--- config.mk ---
export PLATFORM = sky130hd
export DESIGN_NAME = barrel_shifter_pipe
export DESIGN_NICKNAME = d
export VERILOG_FILES = /design/src/rtl/barrel_shifter_pipe.sv
export SDC_FILE = /design/constraint.sdc
export NUM_CORES = 1
export LEC_CHECK = 0
export CORE_ASPECT_RATIO = 1.75
export CORE_MARGIN = 3
export CORE_UTILIZATION = 30
export CTS_BUF_LIST = sky130_fd_sc_hd__clkbuf_2
export DETAILED_ROUTE_END_ITERATION = 7
export GPL_ROUTABILITY_DRIVEN = 0
export GPL_TIMING_DRIVEN = 0
export PLACE_DENSITY = 0.47
export SLEW_MARGIN = 30
export SYNTH_ARGS = -nofsm -noshare
export SYNTH_HDL_FRONTEND = slang
export SYNTH_SLANG_ARGS = --single-unit
--- constraint.sdc ---
create_clock -name clk_i -period 1.45 [get_ports clk_i]
set_input_delay 0.435 -clock clk_i [delete_from_list [all_inputs] [get_ports clk_i]]
set_output_delay 0.435 -clock clk_i [all_outputs]
set_load 0.01 [all_outputs]
--- src/rtl/barrel_shifter_pipe.sv ---
// Pipelined barrel shifter supporting LSR/LSL/ASR/ROR, with one register stage per shift-amount bit.
// The largest power-of-two shift is applied first. A single global stall freezes every stage together.
module barrel_shifter_pipe #(
    parameter  int WIDTH = 8,
    localparam int SHW   = $clog2(WIDTH)
) (
    input  logic             clk_i,
    input  logic             rst_ni,
    input  logic             in_valid_i,
    output logic             in_ready_o,
    input  logic [WIDTH-1:0] in_data_i,
    input  logic [SHW-1:0]   in_amt_i,
    input  logic [1:0]       in_mode_i,
    output logic             out_valid_o,
    input  logic             out_ready_i,
    output logic [WIDTH-1:0] out_data_o,
    output logic [1:0]       out_mode_o
);

    typedef enum logic [1:0] {
        MODE_LSR = 2'b00,
        MODE_LSL = 2'b01,
        MODE_ASR = 2'b10,
        MODE_ROR = 2'b11
    } mode_e;

    logic [WIDTH-1:0] data_q  [SHW];
    logic [WIDTH-1:0] data_d  [SHW];
    logic [SHW-1:0]   amt_q   [SHW];
    logic [SHW-1:0]   amt_d   [SHW];
    logic [1:0]       mode_q  [SHW];
    logic [1:0]       mode_d  [SHW];
    logic [SHW-1:0]   valid_q;
    logic [SHW-1:0]   valid_d;

    logic [WIDTH-1:0] stgData [SHW];
    logic [SHW-1:0]   stgAmt  [SHW];
    logic [1:0]       stgMode [SHW];
    logic             advance;

    function automatic logic [WIDTH-1:0] shiftStage(input logic [WIDTH-1:0] d,
                                                    input logic [1:0]       m,
                                                    input int               k);
        logic [WIDTH-1:0] r;
        case (mode_e'(m))
            MODE_LSR: r = d >> k;
            MODE_LSL: r = d << k;
            MODE_ASR: r = $signed(d) >>> k;
            default:  r = (d >> k) | (d << (WIDTH - k));
        endcase
        return r;
    endfunction

    // The amount travels left-aligned, so every stage tests the MSB of what it receives.
    always_comb begin
        stgData[0] = in_data_i;
        stgAmt[0]  = in_amt_i;
        stgMode[0] = in_mode_i;
        valid_d[0] = in_valid_i;
        for (int s = 1; s < SHW; s++) begin
            stgData[s] = data_q[s-1];
            stgAmt[s]  = amt_q[s-1];
            stgMode[s] = mode_q[s-1];
            valid_d[s] = valid_q[s-1];
        end
        for (int s = 0; s < SHW; s++) begin
            data_d[s] = stgAmt[s][SHW-1] ? shiftStage(stgData[s], stgMode[s], 1 << (SHW - 1 - s))
                                         : stgData[s];
            amt_d[s]  = stgAmt[s] << 1;
            mode_d[s] = stgMode[s];
        end
    end

    assign advance     = !valid_q[SHW-1] || out_ready_i;
    assign in_ready_o  = advance;
    assign out_valid_o = valid_q[SHW-1];
    assign out_data_o  = data_q[SHW-1];
    assign out_mode_o  = mode_q[SHW-1];

    always_ff @(posedge clk_i or negedge rst_ni) begin
        if (!rst_ni) begin
            valid_q <= '0;
            for (int s = 0; s < SHW; s++) begin
                data_q[s] <= '0;
                amt_q[s]  <= '0;
                mode_q[s] <= '0;
            end
        end else if (advance) begin
            valid_q <= valid_d;
            for (int s = 0; s < SHW; s++) begin
                data_q[s] <= data_d[s];
                amt_q[s]  <= amt_d[s];
                mode_q[s] <= mode_d[s];
            end
        end
    end

endmodule

Yosys cells after proc, flatten, opt, wreduce, memory -nomap -nowiden --
Index checks and enable logic that the tools add are counted.
Word-level totals: output and inout bits 12, bits in registers 36, logic and storage cells 29
Operators by class: bitwise gates (word level) 3, equal/unequal tests 6, muxes and demuxes 6, reductions and logical operators 5
Operators with widths (number):
- one-hot mux 8 bit (3 select lines) | 3
- two-way mux 8 bit | 3
- bitwise OR 4 x 8 -> 8 bit | 1
- bitwise OR 6 x 8 -> 8 bit | 1
- bitwise OR 7 x 8 -> 8 bit | 1
- == test 2 x 1 -> 1 bit, second input constant | 3
- == test 2 bit, second input constant | 3
- zero test 2 bit | 3
- zero test 1 bit | 1
- logical OR 1 bit | 1

Logic depth before layout (Yosys ltp) --
depth in word-level cells 3, gate-level depth with buffers 7

Worst setup path before layout --
OpenSTA, ideal clock, no wires.
path kind register to output, start point register valid_q[2], end point output in_ready_o, data required time 1015 ps, stages on the path, launching flop included 6, path buffers 3, arrival time 956 ps, setup slack 59 ps, cell sequence dfrtp_1 nor2b_4 buf_6 inv_2 buf_6 buf_4
Between the ends: cells in the longest elaborated chain, start to end 2
Ends and longest elaborated chain:
- start, declared | RTL line 33 | logic [SHW-1:0] valid_q;
- start signal, assigned | RTL line 89 | valid_q <= valid_d;
- zero test 1 bit | RTL line 74 | assign advance = !valid_q[SHW-1] || out_ready_i;
- logical OR 1 bit | RTL line 74
- end, declared | RTL line 10 | output logic in_ready_o,
No other way between the ends.

Final worst setup path --
Ends and elaborated chain as after synthesis.

==> results.cfg <==
[floorplan]
row_count = 37
die_y_um = 110
coreArea_um2 = 5930
die_w_um = 65.4
pin_count = 29
start_util_pct = 31.2
dieArea_um2 = 7180

[clocking]
numCtsBuffers = 5
cts_max_path_buffers = 2
cts-root-buf = clkbuf_2
htree_levels = 2
clk_pin_slew_ns = 0.16
clock_latency_ns = 0.38
clock-sinks = 36
cts_tree = built

[routing]
wirelength_mm = 4.58
wl_per_cell_um = 14.9
drc_errors = 0
ant_nets = 0
first_pass_iters = 4
drt_iter0_markers = 25
via_per_inst = 4.83
vias = 1487

[synth]
yosysUniqueCellTypes = 26
synth_area_per_cell_um2 = 9.35
ys_warn_count = 0
ys_ff_latch = 36
synth.net_count = 215
netlist_area_um2 = 1850
ys_seq_area_share_pct = 48.7
synthCells = 198

[sta]
worst_slack_ns = -0.122
final_hold_viol_count = 0
hold_ws_ns = 0.367
worst_pin_slew_ns = 0.281
max_freq_mhz = 636
fin_crit_sh_pct = 108
setup_viol = 2
period_minus_slack_ns = 1.57
slew_headroom_pct = 81.2
rsz0062_at_grt = yes
setup_tns_ns = -0.158
drv_slew = 0
clock-skew-final_ns = 0.0207

[place]
hpwlAfterDp_mm = 3.42
port_buffers = 27

[finish]
drive_gt1_share_pct = 21.7
fill_cells = 688
final_common_cell = nand2_1
final_cell_mix = nand2_1 (49), dfrtp_1 (36), nand3_1 (13), clkdlybuf4s50_1 (13), o21ai_0 (12)
syn_to_final_growth_pct = 22.1
fin_nets = 246
n_antenna_cell = 0

[min_path]
hp-class = in -> reg

[power]
power_mw = 3.91
ir_drop_mv = 0.458
power_density_nw_per_um2 = 1730
cellLeakagePower_nw = 0.999

[grt]
grt_pass1_wl_mm = 7.88
grt_pass1_vias = 1584
grtUsageTotal_pct = 14.7
gr-total-overflow = 0
grt_max_degree = 28
antenna_found_initial = 0

[critical_path]
worstSetupPathType = reg -> out
required_ns = 1.02
cp-start-kind = flop
critPathMaxFanout = 3
arrival_ns = 1.14
end_kind = primary output

[run_status]
status = finished, violations left
violations = negative setup slack

[job]
drv_cap = 0
## routing by layer
layer  vias to the layer above  global-route usage (%)  wire length (µm)
met2                        33                    28.1              2640
met3                        10                    2.45               138
met4                         0                    6.97               139
li1                        744                       -                 -
met1                       700                    15.1              1660
met5                         -                       0                 0
## synth_stat cells
cell type  count  area share [%]
a2bb2oi_1      3             1.4
nand3b_1       1            0.41
nand2_1       51              10
a31oi_1        1            0.34
inv_2          2            0.41
mux2_2         3             1.8
o21ai_1        5             1.4
buf_4          9             3.7
o22ai_1        1            0.34
a221oi_2       2             1.6
buf_2          5             1.4
dfrtp_1       36              49
nor2b_1        1            0.34
inv_1          3            0.61
nor2_1         7             1.4
mux2i_1        9             4.9
buf_6          5             3.0
a21oi_1        9             2.4
a22o_1         1            0.47
nand2b_1       2            0.68
nor2b_2        2            0.95
nand3_1       13             3.5
a221oi_1       4             1.9
nor2b_4        1            0.74
o21ai_0       12             3.2
o211ai_1      10             4.1
## worst paths after layout
kind | start | to | slack (ns) | depth (start not counted)
worst max-delay path | valid_q[2] | in_ready_o | -0.12 | 3
worst min-delay path | in_amt_i[2] | data_q[16] | 0.37 | 3
worst max register to register | valid_q[2] | data_q[19] | 0.14 | 5
worst min register to register | valid_q[1] | valid_q[1] | 0.48 | 2
max in group asynchronous | rst_ni | mode_d[3] | 0.59 | 3
min in group asynchronous | rst_ni | out_data_o[7] | 0.42 | 2
## state kept, by name (all words and copies together) (netlist names)
register	cells
amt_d	1
amt_q	2
data_q	16
mode_d	4
out_data_o	8
out_mode_o	2
valid_q	3
## cell families after synthesis
kind of cell           Yosys count  synth area share (%)
AO/OA/AOI/OAI                   48                  17.2
buffers and inverters           24                  9.06
flip-flops                      36                  48.7
multiplexers                    12                  6.69
AND/OR/NAND/NOR                 78                  18.4
## area by class of cell
class                   count  area (µm²)  area share, %
plain buffers               8        65.1           2.88
clock buffers               7        35.0           1.55
multi-input cells         138         797           35.3
well taps                  78        97.6           4.32
clock inverters             1        3.75          0.166
inverters                   5        21.3          0.941
flip-flops and latches     36         901           39.9
repair buffers             35         339           15.0
## worst max-delay path, cell delays in order (launching register included)
cell and delay, ns:
dfrtp_1 0.38, nor2b_4 0.21, inv_4 0.07, buf_6 0.12
## power breakdown
group	switching, mW	internal [mW]	total [mW]	leakage (nW)
clock	0.329	0.129	0.458	0.0306
sequential	0.388	1.39	1.77	0.437
combinational	0.801	0.876	1.68	0.531
total	1.52	2.39	3.91	0.999
## metrics by stage
| stage | worst slack [ns] | instance area, µm² | instances | util (%) |
|---|---|---|---|---|
| 6_report | -0.122 | 2260 | 308 | 38.1 |
| 5_1_grt | -0.216 | 2260 | 308 | 38.1 |
| 3_3_place_gp | -1.06 | 2220 | 303 | 37.4 |
| 3_5_place_dp | -1.05 | 2230 | 304 | 37.7 |
| 4_1_cts | -0.285 | 2310 | 311 | 39.0 |
| 2_1_floorplan | 0.0594 | 1850 | 198 | - |
## repair_timing
item                       in CTS  in global routing
setup endpoints to repair      12                 23
resized for setup              68                  1
hold endpoints to repair        9                  0
pin swaps                       2                  0
hold buffers                    1                  0
gates cloned                    0                  0
buffers inserted                7                  1
Power figures use the tool's default switching activity.
==> RTL edit, RTL diff (same settings) <==
Set the parameter `WIDTH` to 16 (it was 8).
--- a/src/rtl/barrel_shifter_pipe.sv
+++ b/src/rtl/barrel_shifter_pipe.sv
@@ -1,7 +1,7 @@
 // Pipelined barrel shifter supporting LSR/LSL/ASR/ROR, with one register stage per shift-amount bit.
 // The largest power-of-two shift is applied first. A single global stall freezes every stage together.
 module barrel_shifter_pipe #(
-    parameter  int WIDTH = 8,
+    parameter  int WIDTH = 16,
     localparam int SHW   = $clog2(WIDTH)
 ) (
     input  logic             clk_i,
Ports: changed (resized in_amt_i, in_data_i and out_data_o); port bits go from 29 to 46. No check against the original RTL was run, so the function may have changed too.
==> RTL edit against the original RTL <==
- the run still ends with negative setup slack left
- sequential cell count is 46 higher
- first-iteration DRC count grew to 7.6 times the old value
- design area is 140% higher
- sequential share of layout area is 1.8 points lower
- count of clock-buffer cells in the layout is 2 higher
- wire length grew to 2.6 times the old value
- via count is 140% higher
- critical path depth is 2 higher
- combinational power grew to 3.1 times the old value
- worst setup slack worse by 350 ps
- area after synthesis is 130% higher
- power grew to 2.7 times the old value
==> RTL edit: results (changes against the original RTL) <==
stage	metric	value	unit	change
clocking	clk_latency	540	ps	was 380 ps
timing	max_slew_margin	74.0	%	was 81.2%
layout	largest_reg_flops	48		was 16
layout	clkCellAreaFrac	1.50	%	was 1.72%
detailed_routing	first_pass_iters	7		was 4
layout	inverters_excl_clock	4		was 5
timing	fin_setup_tns	-2010	ps	was -158 ps
worst_setup_path	cp.arrival	1490	ps	was 1140 ps
clocking	clkSlewWorstSetupHoldPaths	210	ps	was 160 ps
layout	multi_input_cells	333		was 138
worst_hold_path	min_path_type	in -> async		was in -> reg
outcome	status	finished with violations		unchanged
layout	multi_input_area	0.00197	mm^2	was 797 um^2
logic_synthesis	synthTopCellsByCount	nand2_1 (119), dfrtp_1 (82), o21ai_0 (37), o211ai_1 (33), mux2i_1 (32)		was nand2_1 (51), dfrtp_1 (36), nand3_1 (13), o21ai_0 (12), o211ai_1 (10)
layout	nNonClkBuffers	113		was 43
pwr	irDropWorstVdd	0.000415	V	was 0.000458 V
placed_design	place_hpwl	9010	um	was 3420 um
logic_synthesis	ys_top_cells_by_area	dfrtp_1 (47%), nand2_1 (10%), mux2i_1 (7.4%)		was dfrtp_1 (49%), nand2_1 (10%), mux2i_1 (4.9%)
detailed_routing	routed_wl	12000	um	was 4580 um
detailed_routing	first_iter_violations	190		was 25
layout	seq-cell-share	38.0	%	was 39.9%
layout	seq_cells	82		was 36
logic_synthesis	syn_nets	496		was 215
logic_synthesis	synthDistinctLibCells	37		was 26
global_route	grt_pass1_vias	3860		was 1,584
timing	fin_ws	-472	ps	was -122 ps
timing	setup_violations	20		was 2
outcome	violations	negative setup slack		unchanged
global_route	antenna_found_initial	1		was 0
placed_design	portBuffers	45		was 27
detailed_routing	vias_per_cell	5.00		was 4.83
layout	clock_buffers	9		was 7
global_route	grt_use_total	15.4	%	was 14.7%
clocking	htree_levels	3		was 2
layout	fillers	1453		was 688
pwr	leakage	0.00234	uW	was 0.000999 uW
layout	fin_nets	569		was 246
global_route	grt_max_degree	47		was 28
layout	antenna_cells	1		was 0
worst_setup_path	cp_max_fo	2		was 3
timing	fin_skew	22.0	ps	was 20.7 ps
==> RTL edit: cell types whose count changed in the layout (fill, tap and decap cells not counted), sizes merged, moves of 11 or more <==
| cell | before | now |
|---|---|---|
| a31oi | 1 | 12 |
| dfrtp | 36 | 82 |
| nand3 | 13 | 26 |
| nand2 | 51 | 119 |
| clkbuf | 8 | 21 |
| buf | 26 | 75 |
| nor2b | 4 | 15 |
| clkdlybuf4s50 | 13 | 24 |
| o21ai | 17 | 38 |
| o211ai | 10 | 33 |
| mux2i | 9 | 32 |
==> RTL edit: power groups by stage <==
stage	combinational, uW	clock (uW)	sequential [uW]
4_1_cts	4980	1040	4300
2_1_floorplan	3270	0	3940
5_1_grt	5640	1150	4440
6_report	5130	993	4310
3_5_place_dp	4610	0	4330
3_3_place_gp	4540	0	4290
==> RTL edit: repair_timing <==
item,4_1_cts,5_1_grt
buffers inserted,24,7
hold buffers,1,0
gates resized for setup,128,34
setup endpoints to repair,71,88
hold endpoints to repair,36,0
cloned,2,0
pin swaps,1,1
==> RTL edit: cell families (layout without fill, tap and decap cells) <==
| kind of cell | Yosys count | after routing | synth area share, % |
|---|---|---|---|
| compound gates | 100 | 100 | 15.0 |
| mux | 39 | 39 | 9.19 |
| simple gates | 194 | 194 | 20.7 |
| flops | 82 | 82 | 47.3 |
| other cells | 0 | 1 | 0 |
| buf+inv | 55 | 133 | 7.90 |
==> RTL edit: per-stage QoR <==
stage                     instance area [um^2]  instances  utilization, %  worst slack, ps  total power [uW]
after detailed placement                  5040        693            35.9            -1090              8930
final                                     5410        726            38.5             -472             10400
after floorplan                           4340        470               -             72.7              7210
after global routing                      5410        726            38.5             -608             11200
after CTS                                 5310        719            37.8             -554             10300
after global placement                    5010        692            35.7            -3140              8830
==> RTL edit: worst paths after layout <==
check,startpoint,to,slack [ps],cells after the start
max,valid_q[3],in_ready_o,-470,5
min,rst_ni,out_data_o[14],320,2
max reg2reg,valid_q[3],data_q[45],10,7
min reg2reg,out_mode_o[1],out_mode_o[1],490,2
max in group asynchronous,rst_ni,data_q[58],580,3
min in group clk_i,in_amt_i[0],amt_d[10],390,3
==> RTL edit: layer usage <==
layer  up-vias  GRT usage [%]  share of wire, %
met4         0           9.52               3.8
met1      1738           14.7                36
met3        29           2.14               2.6
li1       1784              -                 -
met2        81           30.5                57
met5         -              0                 0
